--- config.mk ---
export PLATFORM = sky130hd
export DESIGN_NAME = lane_scheduler
export DESIGN_NICKNAME = d
export VERILOG_FILES = /design/src/rtl/lane_pkg.sv /design/src/rtl/beat_timer.sv /design/src/rtl/lane_scheduler.sv
export SDC_FILE = /design/constraint.sdc
export NUM_CORES = 1
export LEC_CHECK = 0
export ABC_AREA = 1
export CAP_MARGIN = 20
export CORE_UTILIZATION = 31
export DETAILED_ROUTE_END_ITERATION = 10
export SLEW_MARGIN = 0
export SYNTH_ARGS = -nofsm -noshare
export SYNTH_HDL_FRONTEND = slang
export SYNTH_SLANG_ARGS = --single-unit
--- constraint.sdc ---
create_clock -name clk -period 3.91 [get_ports clk]
set_input_delay 0.391 -clock clk [delete_from_list [all_inputs] [get_ports clk]]
set_output_delay 0.391 -clock clk [all_outputs]
set_load 0.01 [all_outputs]
--- src/rtl/lane_pkg.sv ---
// Shared lane definitions: scheduler states, lane geometry defaults and the lane colour palette.
package lane_pkg;

  typedef enum logic [1:0] {
    StIdle,
    StPlay,
    StDrain,
    StDone
  } sched_state_e;

  localparam int unsigned NumLanesDefault = 4;
  localparam int unsigned LaneDepth       = 96;

  // 12-bit RGB (4:4:4) colours for the VGA path
  localparam logic [11:0] ColourLane0 = 12'hF00;
  localparam logic [11:0] ColourLane1 = 12'h0F0;
  localparam logic [11:0] ColourLane2 = 12'h00F;
  localparam logic [11:0] ColourLane3 = 12'hFF0;

  function automatic logic [11:0] lane_colour(input int unsigned lane);
    logic [11:0] colour;
    case (lane % 4)
      0:       colour = ColourLane0;
      1:       colour = ColourLane1;
      2:       colour = ColourLane2;
      default: colour = ColourLane3;
    endcase
    return colour;
  endfunction

endpackage

--- src/rtl/beat_timer.sv ---
// Counts accepted frame ticks modulo BEAT_FRAMES; beat_strobe marks the first frame of a beat.
module beat_timer #(
  parameter int unsigned BEAT_FRAMES = 12
) (
  input  logic clk,
  input  logic reset,
  input  logic clear,
  input  logic tick,
  output logic beat_strobe
);

  localparam int unsigned    CntW   = (BEAT_FRAMES > 1) ? $clog2(BEAT_FRAMES) : 1;
  localparam logic [CntW-1:0] CntMax = CntW'(BEAT_FRAMES - 1);

  logic [CntW-1:0] cnt_q;

  always_ff @(posedge clk or posedge reset) begin
    if (reset) begin
      cnt_q <= '0;
    end else if (clear) begin
      cnt_q <= '0;
    end else if (tick) begin
      cnt_q <= (cnt_q == CntMax) ? '0 : cnt_q + CntW'(1);
    end
  end

  assign beat_strobe = (cnt_q == '0);

endmodule

--- src/rtl/lane_scheduler.sv ---
// Walks the song pattern ROM one beat at a time and drives per-lane drop requests.
// Build option: SONG_LOOP_EN loops the song forever instead of draining to DONE.
module lane_scheduler
  import lane_pkg::*;
#(
  parameter int unsigned NUM_LANES    = NumLanesDefault,
  parameter int unsigned SONG_LEN     = 64,
  parameter int unsigned BEAT_FRAMES  = 12,
  parameter int unsigned DRAIN_FRAMES = LaneDepth,
  localparam int unsigned AddrW       = (SONG_LEN > 1) ? $clog2(SONG_LEN) : 1
) (
  input  logic                 clk,
  input  logic                 reset,
  input  logic                 frame_tick,
  input  logic                 start,
  input  logic                 pause,
  output logic [AddrW-1:0]     song_addr,
  input  logic [NUM_LANES-1:0] song_data,
  output logic [NUM_LANES-1:0] drop_block,
  output logic                 busy,
  output logic                 song_done
);

  localparam int unsigned      DrainW   = (DRAIN_FRAMES > 1) ? $clog2(DRAIN_FRAMES) : 1;
  localparam logic [AddrW-1:0]  LastPtr  = AddrW'(SONG_LEN - 1);
  localparam logic [DrainW-1:0] DrainMax = DrainW'(DRAIN_FRAMES - 1);

  sched_state_e         state_q;
  logic [AddrW-1:0]     ptr_q;
  logic [DrainW-1:0]    drain_q;
  logic [NUM_LANES-1:0] drop_q;

  logic tick_ok;
  logic launch;
  logic beat_strobe;

  assign tick_ok = frame_tick & ~pause;
  // start has priority over a coincident tick when (re)launching a song
  assign launch  = start & ((state_q == StIdle) | (state_q == StDone));

  beat_timer #(
    .BEAT_FRAMES(BEAT_FRAMES)
  ) u_beat_timer (
    .clk        (clk),
    .reset      (reset),
    .clear      (launch),
    .tick       (tick_ok && (state_q == StPlay)),
    .beat_strobe(beat_strobe)
  );

  always_ff @(posedge clk or posedge reset) begin
    if (reset) begin
      state_q <= StIdle;
      ptr_q   <= '0;
      drain_q <= '0;
      drop_q  <= '0;
    end else begin
      case (state_q)
        StIdle, StDone: begin
          if (start) begin
            state_q <= StPlay;
            ptr_q   <= '0;
            drain_q <= '0;
          end
        end
        StPlay: begin
          if (tick_ok) begin
            if (beat_strobe) begin
              drop_q <= song_data;
              if (ptr_q == LastPtr) begin
                ptr_q <= '0;
`ifndef SONG_LOOP_EN
                state_q <= StDrain;
`endif
              end else begin
                ptr_q <= ptr_q + AddrW'(1);
              end
            end else begin
              drop_q <= '0;
            end
          end
        end
        StDrain: begin
          if (tick_ok) begin
            drop_q <= '0;
            if (drain_q == DrainMax) begin
              state_q <= StDone;
              drain_q <= '0;
            end else begin
              drain_q <= drain_q + DrainW'(1);
            end
          end
        end
        default: state_q <= StIdle;
      endcase
    end
  end

  assign song_addr  = ptr_q;
  assign drop_block = drop_q;
  assign busy       = (state_q == StPlay) || (state_q == StDrain);
  assign song_done  = (state_q == StDone);

endmodule
== After elaboration in Yosys (flattened, before gate mapping) ==
Index checks and enable logic that the tools add are counted.

* Input bits: 9
* Register bits after elaboration: 23
* Word-level logic and storage cells: 60
* Output and inout port bits: 12

* Eq/ne operators: 12
* Bitwise gates (word level): 4
* Reduce and logical (&&, ||, !) cells: 13
* Mux-type cells: 23
* $add $sub $neg: 3

{| class="wikitable"
|+ Operators with widths
! kind !! count
|-
| $mux W4 || 6
|-
| $mux W6 || 4
|-
| $mux W7 || 3
|-
| $pmux W7 S2 || 1
|-
| $mux W2 || 6
|-
| $ne A2 B2 Y1 const B || 6
|-
| $pmux W6 S2 || 1
|-
| $pmux W4 S2 || 1
|-
| $reduce_bool A2 Y1 || 4
|-
| $add A7 B1 Y7 const B || 1
|-
| $eq A7 B7 Y1 const B || 1
|-
| $add A6 B1 Y6 const B || 1
|-
| $eq A6 B6 Y1 const B || 1
|-
| $pmux W2 S3 || 1
|-
| $reduce_and A3 Y1 || 2
|-
| $reduce_and A6 Y1 || 1
|-
| $add A4 B1 Y4 const B || 1
|-
| $eq A2 B2 Y1 const B || 2
|-
| $eq A4 B4 Y1 const B || 1
|-
| $logic_not A4 Y1 || 1
|-
| $reduce_and A4 Y1 || 1
|-
| $and A1 B1 Y1 || 2
|-
| $eq A2 B1 Y1 const B || 1
|-
| $logic_not A2 Y1 || 1
|-
| 5 further kinds || 5
|}

== Logic depth before layout (Yosys ltp) ==
* Depth in word-level cells: 5
* Gate-level depth with buffers: 10

== Modules after synthesis ==
From an unflattened synthesis, not the netlist that was laid out.

* Cells, all modules: 188
* Area total of the unflattened synthesis: 1407.6 µm²

{| class="wikitable"
|+ Modules (own cells, without submodules)
! module !! area an instance (µm²) !! cells each !! times used !! sequential area each (µm²)
|-
| lane_scheduler || 1164.9 || 156 || 1 || 475.5
|-
| beat_timer || 242.7 || 32 || 1 || 100.1
|}

== Least setup slack after synthesis ==
No wires, ideal clock.

* Path type: register to register
* Start point: register state_q[0]
* End point: register state_q[0]
* Data arrival time: 1456 ps
* Stages on the path, launching flop included: 11
* Setup slack: 2333 ps
* Buffers on the path: 0
* Period minus slack after synthesis: 1577 ps
* Path through: dfrtp_1 > inv_1 > ha_1 > inv_1 > nor2_1 > nor2_1 > nand2_1 > nand2_2 > nand2_1 > o21bai_1 > nand2_1

* Cells in the longest elaborated chain, start to end: 4
* Elaborated cells between the ends (all ways): 13
* Those cells by class: 9 x eq/ne; 1 x mux; 3 x reduce/logical

{| class="wikitable"
|+ Ends and longest elaborated chain
! what !! line !! source
|-
| start: declaration || lane_scheduler.sv:28 || <nowiki>sched_state_e state_q;</nowiki>
|-
| start signal: assignment || lane_scheduler.sv:53 || <nowiki>state_q <= StIdle;</nowiki>
|-
| start signal: assignment || lane_scheduler.sv:61 || <nowiki>state_q <= StPlay;</nowiki>
|-
| start signal: assignment || lane_scheduler.sv:73 || <nowiki>state_q <= StDrain;</nowiki>
|-
| $eq A2 B2 Y1 / $logic_not A2 Y1 (equally long branches) || lane_scheduler.sv:58 || <nowiki>case (state_q)</nowiki>
|-
| $reduce_or A2 Y1 || lane_scheduler.sv:58 ||
|-
| $ne A2 B2 Y1 (no line) || - ||
|-
| $reduce_and A6 Y1 (no line) || - ||
|}

Parallel ways exist; a longest one is shown, timed or not.
A chain may end at the register's enable or synchronous reset.

== Worst setup path in the final report ==
* Start point: register state_q[0]
* End point: output busy

* Cells in the longest elaborated chain, start to end: 2
* Elaborated cells between the ends (all ways): 3
* Those cells by class: 2 x eq/ne; 1 x reduce/logical

{| class="wikitable"
|+ Ends and longest elaborated chain
! what !! line !! source
|-
| $eq A2 B1 Y1 / $eq A2 B2 Y1 (equally long branches) || lane_scheduler.sv:101 || <nowiki>assign busy = (state_q == StPlay) || (state_q == StDrain);</nowiki>
|-
| $logic_or A1 B1 Y1 * || lane_scheduler.sv:101 ||
|-
| end: declaration || lane_scheduler.sv:20 || <nowiki>output logic busy,</nowiki>
|}

Every way passes the cells marked *; elsewhere a longest branch is shown, timed or not.

==> flow_metrics.env <==
export IMPL_syn_nets=189
export IMPL_drv_slew=0
export IMPL_num_antenna_cells=0
export IMPL_seq_area_um2=576
export IMPL_grt_pass1_vias=1023
export IMPL_synth_area_um2=1350
export IMPL_grt_max_degree=24
export IMPL_totalWireLength_um=2690
export IMPL_clockBufferDepth=2
export IMPL_maxCapViolCount=0
export IMPL_place_inst=241
export IMPL_critPathMaxStageDelay_ns=0.55
export IMPL_maxSlewHeadroom_pct=40.0
export IMPL_cts_resized=0
export IMPL_dr_pass1_iters=4
export IMPL_grt_usage_pct=13.2
export IMPL_clkSlewWorstSetupHoldPaths_ns=0.09
export IMPL_syn_inst=172
export IMPL_peakVddDrop_mv=0.373
export IMPL_seq_power_share_pct=31.8
export IMPL_critPathLaunchType="register"
export IMPL_yosysTopAreaCell="dfrtp_1"
export IMPL_combPwrFrac_pct=53.9
export IMPL_fp_row_count=23
export IMPL_synth_seq_cells=23
export IMPL_clock_fmax_mhz=458
export IMPL_root_buffer="clkbuf_8"
export IMPL_cts_hold_buf=0
export IMPL_p_int_mw=0.596
export IMPL_critical_path_cell_chain="inv_1 -> ha_1 -> inv_1 -> clkdlybuf4s50_1"
export IMPL_synth_cell_type_count=25
export IMPL_yosysSeqAreaShare_pct=42.7
export IMPL_worst_skew_pair_late_latency_ns=0.27
export IMPL_synth_area_leaders="dfrtp_1 43%, nand2_1 10%, ha_1 7.4%"
export IMPL_fin_crit_ns=2.19
export IMPL_antenna_left=0
export IMPL_rsz0062_at_grt="no"
export IMPL_hp_class="register to register"
export IMPL_setup_tns_ns=0
export IMPL_multi_input_area_um2=671
export IMPL_clkPwrFrac_pct=14.3
export IMPL_grt_pass1_wl_um=4470
export IMPL_p_switching_mw=0.497
export IMPL_crit_slowest_cell="clkdlybuf4s50_1"
export IMPL_grt_remaining_overflow=0
export IMPL_dieHeight_um=68.0
export IMPL_cp_required_ns=3.52
export IMPL_cts_buffers=3
export IMPL_antenna_found_initial=0
export IMPL_core_um2=4090
export IMPL_gp_congestion=0.816
export IMPL_finalClockSkew_ns=0.00337
export IMPL_initial_core_util_pct=33.0
export IMPL_yosysTopAreaCellShare_pct=42.7
export IMPL_cts_tree="yes"
export IMPL_synth_warnings=0
export IMPL_drt_iter0_drc=63
export IMPL_utilization_pct=40.4
export IMPL_routed_via_density=4.64
export IMPL_wl_per_cell_um=11.0
export IMPL_worst_slew_pin_slew_ns=0.899
export IMPL_nNetsFinal=213
export IMPL_critical_path_peak_fanout=4
export IMPL_num_vias=1136
export IMPL_status="finished clean"
export IMPL_sw_frac_of_total_pct=45.4
export IMPL_crit_path_end_kind="primary output"
export IMPL_drive_above_1_share_pct=7.69
export IMPL_syn_avg_cell_area_um2=7.84
export IMPL_reg2reg_setup_slack_ns=2.21
export IMPL_final_cell_mix="37 x nand2_1, 24 x inv_1, 23 x dfrtp_1"
export IMPL_fin_cells=245
export IMPL_hold_violations=0
export IMPL_io_pins=21
export IMPL_p_leak_nw=0.792
export IMPL_critical_path_class="register to primary output"
export IMPL_clock_sinks=23
export IMPL_dieArea_um2=4620
export IMPL_dp_hpwl_um=1990
export IMPL_setup_violations_final=0
export IMPL_crit_top_cell="inv_1"
export IMPL_finalCritPeriodShare_pct=55.9
export IMPL_powerDensity_nw_per_um2=662
export IMPL_area_growth_pct=22.4
export IMPL_drc=0
export IMPL_die_width_um=68.0
export IMPL_fillers=430
export IMPL_final_common_cell="nand2_1"
export IMPL_htreeDepth=1
export IMPL_io_buffer_count=20
export IMPL_postCtsSetupRepairBufs=0
export IMPL_arrival_ns=1.79
-- power by group through the flow --
stage / logic (mW) / clock network [mW] / registers [mW]
2_1_floorplan: 0.397 / 0 / 0.357
3_3_place_gp: 0.590 / 0 / 0.352
6_report: 0.589 / 0.156 / 0.348
3_5_place_dp: 0.589 / 0 / 0.353
5_1_grt: 0.667 / 0.166 / 0.359
4_1_cts: 0.593 / 0.159 / 0.350
-- logic make-up (layout without fill, tap and decap cells) --
kind of cell,after synthesis,in the layout,share of synthesized area [%]
buffers and inverters,27,50,7.61
xor gates and xnor gates,3,3,1.95
DFF,23,23,42.7
AOI/OAI and AO/OA,30,30,13.0
adders and majority gates,8,8,7.42
and+or+nand+nor,81,81,27.4
-- worst max-delay path, delay by kind of cell (launching register included) --
| kind | cells | cell delay [ns] |
|---|---|---|
| buffers and inverters | 3 | 0.76 |
| flip-flops | 1 | 0.40 |
| adder cells (fa/ha/maj) | 1 | 0.35 |
-- sequential cells by signal, indices dropped and copies added (netlist names) --
register,flops
state_q,2
song_addr,6
u_beat_timer.cnt_q,4
drain_q,7
drop_block,4
-- area by class of cell --
cell class | count | share of cell area [%]
well taps | 50 | 3.79
flip-flops and latches | 23 | 34.8
multi-input cells | 122 | 40.6
inverters | 26 | 5.91
clock buffers | 4 | 2.73
repair buffers | 20 | 12.1
-- metal layers --
| layer | GRT usage [%] | wire length, µm |
|---|---|---|
| met1 | 18.4 | 1420 |
| met2 | 19.2 | 1130 |
| met3 | 2.17 | 83 |
| met4 | 7.03 | 58 |
| met5 | 0 | 0 |
-- worst paths after layout --
path | startpoint | endpoint | depth (start not counted)
max in group asynchronous | reset | song_addr[3] | 2
setup reg to reg | state_q[0] | state_q[1] | 10
min in group asynchronous | reset | drop_block[1] | 2
hold / removal | drain_q[3] | drain_q[3] | 1
setup / recovery | state_q[0] | busy | 4
hold reg to reg | drain_q[3] | drain_q[3] | 1
-- cells in the mapped netlist --
library cell and instances:
o22ai_1 1, inv_2 2, nand3_1 18, o31ai_1 1, o21ai_1 1, nor2_4 1
nor2_1 15, a21boi_0 1, inv_1 24, o21bai_2 1, nand2_2 1, nand2_4 2
a21oi_1 10, o21ai_2 1, nor2_2 2, or2_2 1, nand2_1 37, o21bai_1 2
ha_1 8, nand4_1 4, o21ai_0 11, buf_2 1, xor2_1 3, dfrtp_1 23
a21oi_2 1
-- stage by stage --
stage,instance area [µm²],total power [mW],hold slack (ns),worst slack (ns)
finish,1650,1.09,0.503,1.72
global route,1650,1.19,0.545,1.63
CTS,1650,1.10,0.502,1.73
detailed placement,1610,0.942,0.490,2.04
global placement,1610,0.942,0.485,2.06
floorplan,1350,0.754,0.393,2.33
No activity file was read; power rests on OpenSTA's default activity.
